--- src/rtl/csm_datapath_if.sv ---
// Bus bundle for the stack-machine datapath: ALU operands/result, D-stack effect, R-stack push/pop.
// Signal names keep the datapath's i_/o_ port naming as seen from the datapath (slave) side.
interface csm_datapath_if #(
    parameter int WIDTH = 16
);
    // No valid/ready handshake: every input is sampled on each rising edge; i_d_se=0 with
    // i_r_push/i_r_pop low is the idle cycle, and outputs are always valid.
    logic [3:0]       i_alu_op;
    logic [WIDTH-1:0] i_alu_arg0;
    logic [WIDTH-1:0] i_alu_arg1;
    logic [WIDTH-1:0] o_alu_data;
    logic [WIDTH-1:0] i_d_data;
    logic [2:0]       i_d_se;
    logic [WIDTH-1:0] o_d0;
    logic [WIDTH-1:0] o_d1;
    logic [WIDTH-1:0] i_r_data;
    logic             i_r_push;
    logic             i_r_pop;
    logic [WIDTH-1:0] o_r0;
    logic [WIDTH-1:0] o_r1;

    modport master (
        output i_alu_op, i_alu_arg0, i_alu_arg1, i_d_data, i_d_se,
               i_r_data, i_r_push, i_r_pop,
        input  o_alu_data, o_d0, o_d1, o_r0, o_r1
    );

    modport slave (
        input  i_alu_op, i_alu_arg0, i_alu_arg1, i_d_data, i_d_se,
               i_r_data, i_r_push, i_r_pop,
        output o_alu_data, o_d0, o_d1, o_r0, o_r1
    );
endinterface

--- src/rtl/csm_datapath.sv ---
// Stack-machine datapath: combinational 16-op ALU, shift-register evaluation stack (D)
// driven by a 3-bit stack-effect code, and shift-register return stack (R).
module csm_datapath #(
    parameter int WIDTH   = 16,
    parameter int D_DEPTH = 12,
    parameter int R_DEPTH = 12
) (
    input  logic            i_clk,
    input  logic            i_rst,
    csm_datapath_if.slave   bus
);
    localparam logic [3:0] OP_PASS = 4'h0, OP_ADD  = 4'h1, OP_SUB  = 4'h2, OP_MUL  = 4'h3,
                           OP_AND  = 4'h4, OP_XOR  = 4'h5, OP_OR   = 4'h6, OP_ROL1 = 4'h7,
                           OP_ROL2 = 4'h8, OP_ROL4 = 4'h9, OP_ROL8 = 4'hA, OP_ASR1 = 4'hB,
                           OP_ASR2 = 4'hC, OP_ASR4 = 4'hD, OP_ASR8 = 4'hE;

    localparam logic [2:0] SE_NONE = 3'd0, SE_DROP = 3'd1, SE_PUSH = 3'd2, SE_RPLC = 3'd3,
                           SE_SWAP = 3'd4, SE_ROT  = 3'd5, SE_NROT = 3'd6, SE_ALU2 = 3'd7;

    logic [WIDTH-1:0] a;
    logic [WIDTH-1:0] b;
    logic [WIDTH-1:0] alu_res;

    assign a = bus.i_alu_arg0;
    assign b = bus.i_alu_arg1;

    // Op F (memory op) and PASS both return a; the sequencer bypasses the ALU for F.
    always_comb begin
        alu_res = a;
        case (bus.i_alu_op)
            OP_PASS: alu_res = a;
            OP_ADD:  alu_res = a + b;
            OP_SUB:  alu_res = a - b;
            OP_MUL:  alu_res = a * b;
            OP_AND:  alu_res = a & b;
            OP_XOR:  alu_res = a ^ b;
            OP_OR:   alu_res = a | b;
            OP_ROL1: alu_res = {a[WIDTH-2:0], a[WIDTH-1]};
            OP_ROL2: alu_res = {a[WIDTH-3:0], a[WIDTH-1:WIDTH-2]};
            OP_ROL4: alu_res = {a[WIDTH-5:0], a[WIDTH-1:WIDTH-4]};
            OP_ROL8: alu_res = {a[WIDTH-9:0], a[WIDTH-1:WIDTH-8]};
            OP_ASR1: alu_res = $unsigned($signed(a) >>> 1);
            OP_ASR2: alu_res = $unsigned($signed(a) >>> 2);
            OP_ASR4: alu_res = $unsigned($signed(a) >>> 4);
            OP_ASR8: alu_res = $unsigned($signed(a) >>> 8);
            default: alu_res = a;
        endcase
    end

    assign bus.o_alu_data = alu_res;

    logic [WIDTH-1:0] d_s   [D_DEPTH];
    logic [WIDTH-1:0] d_nxt [D_DEPTH];

    always_comb begin
        d_nxt = d_s;
        case (bus.i_d_se)
            SE_NONE: d_nxt = d_s;
            SE_DROP: begin
                for (int i = 0; i < D_DEPTH - 1; i++) d_nxt[i] = d_s[i+1];
                d_nxt[D_DEPTH-1] = '0;
            end
            SE_PUSH: begin
                d_nxt[0] = bus.i_d_data;
                for (int i = 1; i < D_DEPTH; i++) d_nxt[i] = d_s[i-1];
            end
            SE_RPLC: d_nxt[0] = bus.i_d_data;
            SE_SWAP: begin
                d_nxt[0] = d_s[1];
                d_nxt[1] = d_s[0];
            end
            SE_ROT: begin
                d_nxt[0] = d_s[2];
                d_nxt[1] = d_s[0];
                d_nxt[2] = d_s[1];
            end
            SE_NROT: begin
                d_nxt[0] = d_s[1];
                d_nxt[1] = d_s[2];
                d_nxt[2] = d_s[0];
            end
            SE_ALU2: begin
                // Binary op consumes two operands and pushes one result.
                d_nxt[0] = bus.i_d_data;
                for (int i = 1; i < D_DEPTH - 1; i++) d_nxt[i] = d_s[i+1];
                d_nxt[D_DEPTH-1] = '0;
            end
            default: d_nxt = d_s;
        endcase
    end

    always_ff @(posedge i_clk or posedge i_rst) begin
        if (i_rst) begin
            for (int i = 0; i < D_DEPTH; i++) d_s[i] <= '0;
        end else begin
            d_s <= d_nxt;
        end
    end

    assign bus.o_d0 = d_s[0];
    assign bus.o_d1 = d_s[1];

    logic [WIDTH-1:0] r_s   [R_DEPTH];
    logic [WIDTH-1:0] r_nxt [R_DEPTH];

    // Push together with pop collapses to a replace of the top entry.
    always_comb begin
        r_nxt = r_s;
        case ({bus.i_r_push, bus.i_r_pop})
            2'b10: begin
                r_nxt[0] = bus.i_r_data;
                for (int i = 1; i < R_DEPTH; i++) r_nxt[i] = r_s[i-1];
            end
            2'b01: begin
                for (int i = 0; i < R_DEPTH - 1; i++) r_nxt[i] = r_s[i+1];
                r_nxt[R_DEPTH-1] = '0;
            end
            2'b11:   r_nxt[0] = bus.i_r_data;
            default: r_nxt = r_s;
        endcase
    end

    always_ff @(posedge i_clk or posedge i_rst) begin
        if (i_rst) begin
            for (int i = 0; i < R_DEPTH; i++) r_s[i] <= '0;
        end else begin
            r_s <= r_nxt;
        end
    end

    assign bus.o_r0 = r_s[0];
    assign bus.o_r1 = r_s[1];
endmodule

--- src/flat_wrapper.sv ---
// flat-port wrapper written by rule: the top's interface ports become plain ports
module csm_datapath_flat 
#(
    parameter int WIDTH   = 16,
    parameter int D_DEPTH = 12,
    parameter int R_DEPTH = 12
)
  (i_clk, i_rst, bus_i_alu_op, bus_i_alu_arg0, bus_i_alu_arg1, bus_i_d_data, bus_i_d_se, bus_i_r_data, bus_i_r_push, bus_i_r_pop, bus_o_alu_data, bus_o_d0, bus_o_d1, bus_o_r0, bus_o_r1);
  csm_datapath_if #(.WIDTH(WIDTH)) bus_i ();
  input  logic i_clk;
  input  logic i_rst;
  input wire logic [$bits(bus_i.i_alu_op)-1:0] bus_i_alu_op;
  input wire logic [$bits(bus_i.i_alu_arg0)-1:0] bus_i_alu_arg0;
  input wire logic [$bits(bus_i.i_alu_arg1)-1:0] bus_i_alu_arg1;
  input wire logic [$bits(bus_i.i_d_data)-1:0] bus_i_d_data;
  input wire logic [$bits(bus_i.i_d_se)-1:0] bus_i_d_se;
  input wire logic [$bits(bus_i.i_r_data)-1:0] bus_i_r_data;
  input wire logic [$bits(bus_i.i_r_push)-1:0] bus_i_r_push;
  input wire logic [$bits(bus_i.i_r_pop)-1:0] bus_i_r_pop;
  output wire logic [$bits(bus_i.o_alu_data)-1:0] bus_o_alu_data;
  output wire logic [$bits(bus_i.o_d0)-1:0] bus_o_d0;
  output wire logic [$bits(bus_i.o_d1)-1:0] bus_o_d1;
  output wire logic [$bits(bus_i.o_r0)-1:0] bus_o_r0;
  output wire logic [$bits(bus_i.o_r1)-1:0] bus_o_r1;
  assign bus_i.i_alu_op = bus_i_alu_op;
  assign bus_i.i_alu_arg0 = bus_i_alu_arg0;
  assign bus_i.i_alu_arg1 = bus_i_alu_arg1;
  assign bus_i.i_d_data = bus_i_d_data;
  assign bus_i.i_d_se = bus_i_d_se;
  assign bus_i.i_r_data = bus_i_r_data;
  assign bus_i.i_r_push = bus_i_r_push;
  assign bus_i.i_r_pop = bus_i_r_pop;
  assign bus_o_alu_data = bus_i.o_alu_data;
  assign bus_o_d0 = bus_i.o_d0;
  assign bus_o_d1 = bus_i.o_d1;
  assign bus_o_r0 = bus_i.o_r0;
  assign bus_o_r1 = bus_i.o_r1;
  csm_datapath #(.WIDTH(WIDTH), .D_DEPTH(D_DEPTH), .R_DEPTH(R_DEPTH)) u_core (.i_clk(i_clk), .i_rst(i_rst), .bus(bus_i));
endmodule
--- config.mk ---
export PLATFORM = sky130hd
export DESIGN_NAME = csm_datapath_flat
export DESIGN_NICKNAME = d
export VERILOG_FILES = /design/src/rtl/csm_datapath_if.sv /design/src/rtl/csm_datapath.sv /design/src/flat_wrapper.sv
export SDC_FILE = /design/constraint.sdc
export NUM_CORES = 1
export LEC_CHECK = 0
export BUFFER_PORTS_ARGS = -buffer_cell sky130_fd_sc_hd__buf_4
export CAP_MARGIN = 20
export CORE_MARGIN = 3
export CORE_UTILIZATION = 55
export DETAILED_ROUTE_END_ITERATION = 10
export GPL_TIMING_DRIVEN = 0
export MAX_ROUTING_LAYER = met4
export PLACE_DENSITY = 0.79
export RECOVER_POWER = 100
export REMOVE_ABC_BUFFERS = 1
export SKIP_LAST_GASP = 1
export SLEW_MARGIN = 20
export SYNTH_ARGS = -nofsm -noshare
export SYNTH_HDL_FRONTEND = slang
export SYNTH_SLANG_ARGS = --single-unit
--- constraint.sdc ---
create_clock -name i_clk -period 15.2 [get_ports i_clk]
set_input_delay 1.52 -clock i_clk [delete_from_list [all_inputs] [get_ports i_clk]]
set_output_delay 1.52 -clock i_clk [all_outputs]
set_load 0.02 [all_outputs]
# [After elaboration in Yosys (flattened, before gate mapping)]
# Cells that the tools add are included.
[totals] reg_bits=384
[op_classes] add_sub_neg=2 mul=1 n_eq_ne=24 muxes=7 bitwise_logic=3 n_reduce_logical=13
[op_table] operator="176-bit one-hot mux with 2 select lines" count=1
[op_table] operator="144-bit one-hot mux with 2 select lines" count=1
[op_table] operator="16-bit one-hot mux with 14 select lines" count=1
[op_table] operator="16-bit one-hot mux with 3 select lines" count=2
[op_table] operator="16-bit one-hot mux with 2 select lines" count=2
[op_table] operator="4-bit == test, second input constant" count=7
[op_table] operator="16-bit adder" count=1
[op_table] operator="16-bit bitwise AND" count=1
[op_table] operator="4-bit by 3-bit == test with 1-bit output, second input constant" count=4
[op_table] operator="16-bit by 16-bit multiplier with 16-bit output" count=1
[op_table] operator="16-bit OR" count=1
[op_table] operator="16-bit subtractor" count=1
[op_table] operator="16-bit XOR" count=1
[op_table] operator="3-bit == test, second input constant" count=4
[op_table] operator="3-bit OR reduction" count=4
[op_table] operator="4-bit by 2-bit == test with 1-bit output, second input constant" count=2
[op_table] operator="2-bit nonzero test" count=4
[op_table] operator="3-bit by 2-bit == test with 1-bit output, second input constant" count=2
[op_table] operator="2-bit OR reduction" count=3
[op_table] operator="2-bit == test, second input constant" count=2
[op_table] operator="4-bit by 1-bit == test with 1-bit output, second input constant" count=1
[op_table] operator="3-bit by 1-bit == test with 1-bit output, second input constant" count=1
[op_table] operator="3-bit zero test" count=1
[op_table] operator="3-bit nonzero test" count=1
[op_table] operator="2-bit by 1-bit == test with 1-bit output, second input constant" count=1

# [Longest topological paths before layout]
[depth] word_depth=3 mapped_depth=23 depth_no_buf=21

# [Least setup slack after synthesis]
# OpenSTA, ideal clock, no wires.
[synth_path] path_type="input-to-output" from="in bus_i_alu_arg0[6]" to="out bus_o_alu_data[14]" arrival_ps=6610 slack_ps=7070 cell_stages=19 path_buffers=1 path_cell_list="clkbuf_1 > inv_1 > nor2_1 > fa_1 > inv_1 > fa_1 > fa_1 > fa_1 > inv_1 > fa_1 > inv_1 > fa_1 > inv_1 > ha_1 > and3_1 > a21oi_1 > a211oi_1 > mux2_2 > o22ai_1"
[synth_between] elab_chain_len=2 elab_cells_between_ends=4
[synth_rtl] element="start, declared" line_no="flat_wrapper.sv:13" rtl="input wire logic [$bits(bus_i.i_alu_arg0)-1:0] bus_i_alu_arg0;"
[synth_rtl] element="16-bit by 16-bit multiplier with 16-bit output (tied with other cells)" line_no="csm_datapath.sv:34" rtl="OP_MUL: alu_res = a * b;"
[synth_rtl] element="16-bit one-hot mux with 14 select lines (*)" line_no="csm_datapath.sv:30" rtl="case (bus.i_alu_op)"
[synth_rtl] element="end, declared" line_no="flat_wrapper.sv:20" rtl="output wire logic [$bits(bus_i.o_alu_data)-1:0] bus_o_alu_data;"
# Every way passes the cells marked *; elsewhere a longest branch is shown, timed or not.

# [Worst setup path in the final report]
[layout_path] from="in bus_i_d_se[1]" to="reg u_core.d_s[49] in the netlist's numbering"
[layout_between] elab_chain_len=3 elab_cells_between_ends=6
[layout_rtl] element="start, declared" line_no="flat_wrapper.sv:16" rtl="input wire logic [$bits(bus_i.i_d_se)-1:0] bus_i_d_se;"
[layout_rtl] element="3-bit by 1-bit == test with 1-bit output or 3-bit == test (tied branches)" line_no="csm_datapath.sv:57" rtl="case (bus.i_d_se)"
[layout_rtl] element="2-bit OR reduction (no source line)"
[layout_rtl] element="144-bit one-hot mux with 2 select lines or 2-bit nonzero test (tied branches)"
[layout_rtl] element="end signal, assigned" line_no="csm_datapath.sv:96" rtl="d_s <= d_nxt;"
[layout_rtl] element="end, declared" line_no="csm_datapath.sv:52" rtl="logic [WIDTH-1:0] d_s [D_DEPTH];"
# Parallel ways exist; a longest one is shown, timed or not.
# A chain may end at the register's enable or synchronous reset.

==> flow_metrics.tcl <==
set metrics [dict create \
    status "finished, violations left" \
    violations "capacitance limit, slew limit" \
    relSlewSlack_pct -271 \
    grt_max_degree 108 \
    cts_tree "done" \
    synth-edff-count 0 \
    synth_top_cell_by_area "dfrtp_1" \
    stdcell_area_um2 26500 \
    multiInputGateArea_um2 12900 \
    synth_cell_types 67 \
    fillers 3654 \
    area_growth_pct 8.62 \
    fin_tns_setup_ps 0 \
    dp.cells 3217 \
    leakage_nw 12.1 \
    crit_start "bus_i_d_se[1]" \
    setup-violations-final 0 \
    slew_violations 678 \
    arrival_ps 11310 \
    h-tree-depth 2 \
    yosysMostFrequentCell "nand2_1" \
    worstSkewPairLatency_ps 560 \
    place_hpwl_um 42000 \
    synth-seq-cells 384 \
    drive_gt1_share_pct 6.99 \
    p_per_area_nw_per_um2 150 \
    ys_seq_area_share_pct 39.4 \
    first_global_vias 19089 \
    hold_class "register to register" \
    place_congestion 0.961 \
    seqCellArea_um2 9610 \
    cts_buffers 41 \
    vias 19584 \
    start_util_pct 56.2 \
    hp-start "u_core.d_s[31]" \
    wl_per_cell_um 18.9 \
    grt_overflow 0 \
    post_cts_buffers 0 \
    min_period_ps 10880 \
    drv_cap 9 \
    fp.dieArea_um2 46900 \
    yosysWarningCount 0 \
    core_area_um2 43500 \
    syn-cell-area_um2 24400 \
    ys_top_cells_by_area "dfrtp_1, mux2i_1, fa_1, nand2_1, ha_1" \
    fin_crit_sh_pct 71.6 \
    synth_top_cell_area_share_pct 39.4 \
    floorplan.rows 76 \
    io_pins 155 \
    cp-start-kind "primary input" \
    antenna_found_initial 0 \
    critPathCaptureType "register" \
    antenna_cells 0 \
    ir_drop_uv 112 \
    drtIter0Drc 1658 \
    cts-root-buf "clkbuf_16" \
    tightest_slew_ps 5570 \
    layout.cells.non_filler 3290 \
    firstDrtPassIters 7 \
    path_class "primary input to register" \
    place_ws_ps 6540 \
    final_hold_viol_count 0 \
    via_per_inst 5.95 \
    crit_fanout 45 \
    grt_pass1_wl_um 102000 \
    fp.dieW_um 217 \
    cts_hold_buf 0 \
    clkTransAtPathRegs_ps 60 \
    syn_inst 2702 \
    cts_resized 0 \
    grtUsageTotal_pct 27.2 \
    syn-mean-instance-area_um2 9.03 \
    place_area_um2 25700 \
    clock-sinks 384 \
    die_y_um 217 \
    rsz0062_at_grt "false" \
    synthArstFlopShare_pct 100 \
    critPathRequiredTime_ps 15620 \
    worst_slack_ps 4320 \
    ant_nets 0 \
    r2r-start "u_core.d_s[159]" \
    wirelength_um 62300 \
    fin_skew_ps 18.2 \
    nNetsFinal 2932 \
    synth_top_flop_cell "dfrtp_1" \
    port_buffers 154 \
    drc 0 \
    synthTopCellsByCount "nand2_1, dfrtp_1, nor2_1" \
    cts_buffer_depth 3 \
    fmax_mhz 91.9 \
]
[sequential cells by signal, summed over array words and instances, names as in the netlist]
name	count
u_core.bus.o_r1	16
u_core.bus.o_d0	16
u_core.r_s	160
u_core.bus.o_d1	16
u_core.bus.o_r0	16
u_core.d_s	160
[cells in the final DEF, fill, tap and decap left out, types with 9 or more instances in the layout]
cell type  synthesis  final
ha_1             101    100
o22a_1            16     16
a221oi_1          46     46
clkbuf_8           0     11
nand2b_1          25     25
mux2i_1          195    195
o211ai_1          17     17
a21oi_1          191    191
nor2_1           314    311
dfrtp_1          384    384
fa_1              81     81
buf_4             68     74
clkbuf_16          0     42
a22o_1            10     10
nand3_1           11     10
a31oi_1           12     11
a22oi_1          139    139
inv_1            162    161
xnor2_1           50     50
xor2_1             9      9
clkbuf_1         125    100
nand2_1          417    417
o21ai_0          116    116
o22ai_1           37     37
[report_power, final]
part           switching [mW]  leakage [nW]  internal [mW]  total (mW)
clock network           0.406         0.704          0.632        1.04
logic                   0.856          6.82          0.618        1.47
registers               0.211          4.56           1.26        1.47
total                    1.47          12.1           2.51        3.98
[per-stage QoR]
step | hold WS, ps | total power [mW] | util [%]
floorplan | 468 | 2.52 | -
global placement | 483 | 2.93 | 57.5
detailed placement | 489 | 2.98 | 59.1
CTS | 496 | 4.05 | 62.3
global route | 517 | 4.25 | 61.0
finish | 502 | 3.98 | 61.0
[final cells by class]
class | instances | share of cell area (%)
clock buffer | 60 | 4.64
clock inverter | 13 | 0.755
inverter | 171 | 2.43
multi-input combinational | 1899 | 48.8
sequential | 384 | 36.3
tap | 585 | 2.76
timing repair buffer | 178 | 4.36
[layer usage]
layer,global-route usage [%],routed length (um),up-vias
met3,3.87,4240,121
met5,-,0,-
met2,42.5,29000,699
met1,37.4,27500,9611
met4,7.73,1560,0
li1,-,-,9153
[cells by family after synthesis]
family	synth area share [%]
flip-flops	39.4
XOR/XNOR	2.34
buffers and inverters	7.91
AND/OR/NAND/NOR	13.6
adder cells (fa/ha/maj)	11.8
multiplexers	8.14
AO/OA/AOI/OAI	16.8
[critical path: stages]
cell,delay [ps]
clkbuf_1,1690
nand2b_1,1040
nor2_1,1370
clkbuf_1,1010
clkbuf_1,1220
nor2_1,940
clkbuf_1,770
clkbuf_1,730
clkbuf_1,650
nand2_1,230
nand2_1,70
[final timing paths]
check | slack, ps | depth (start not counted) | end
worst max-delay path | 4320 | 11 | u_core.d_s[49]
worst min-delay path | 500 | 2 | u_core.d_s[31]
worst max register to register | 14010 | 4 | u_core.d_s[159]
worst min register to register | 500 | 2 | u_core.d_s[31]
max in group asynchronous | 6530 | 3 | u_core.r_s[152]
min in group asynchronous | 2110 | 2 | u_core.r_s[65]
Power figures use the tool's default switching activity.
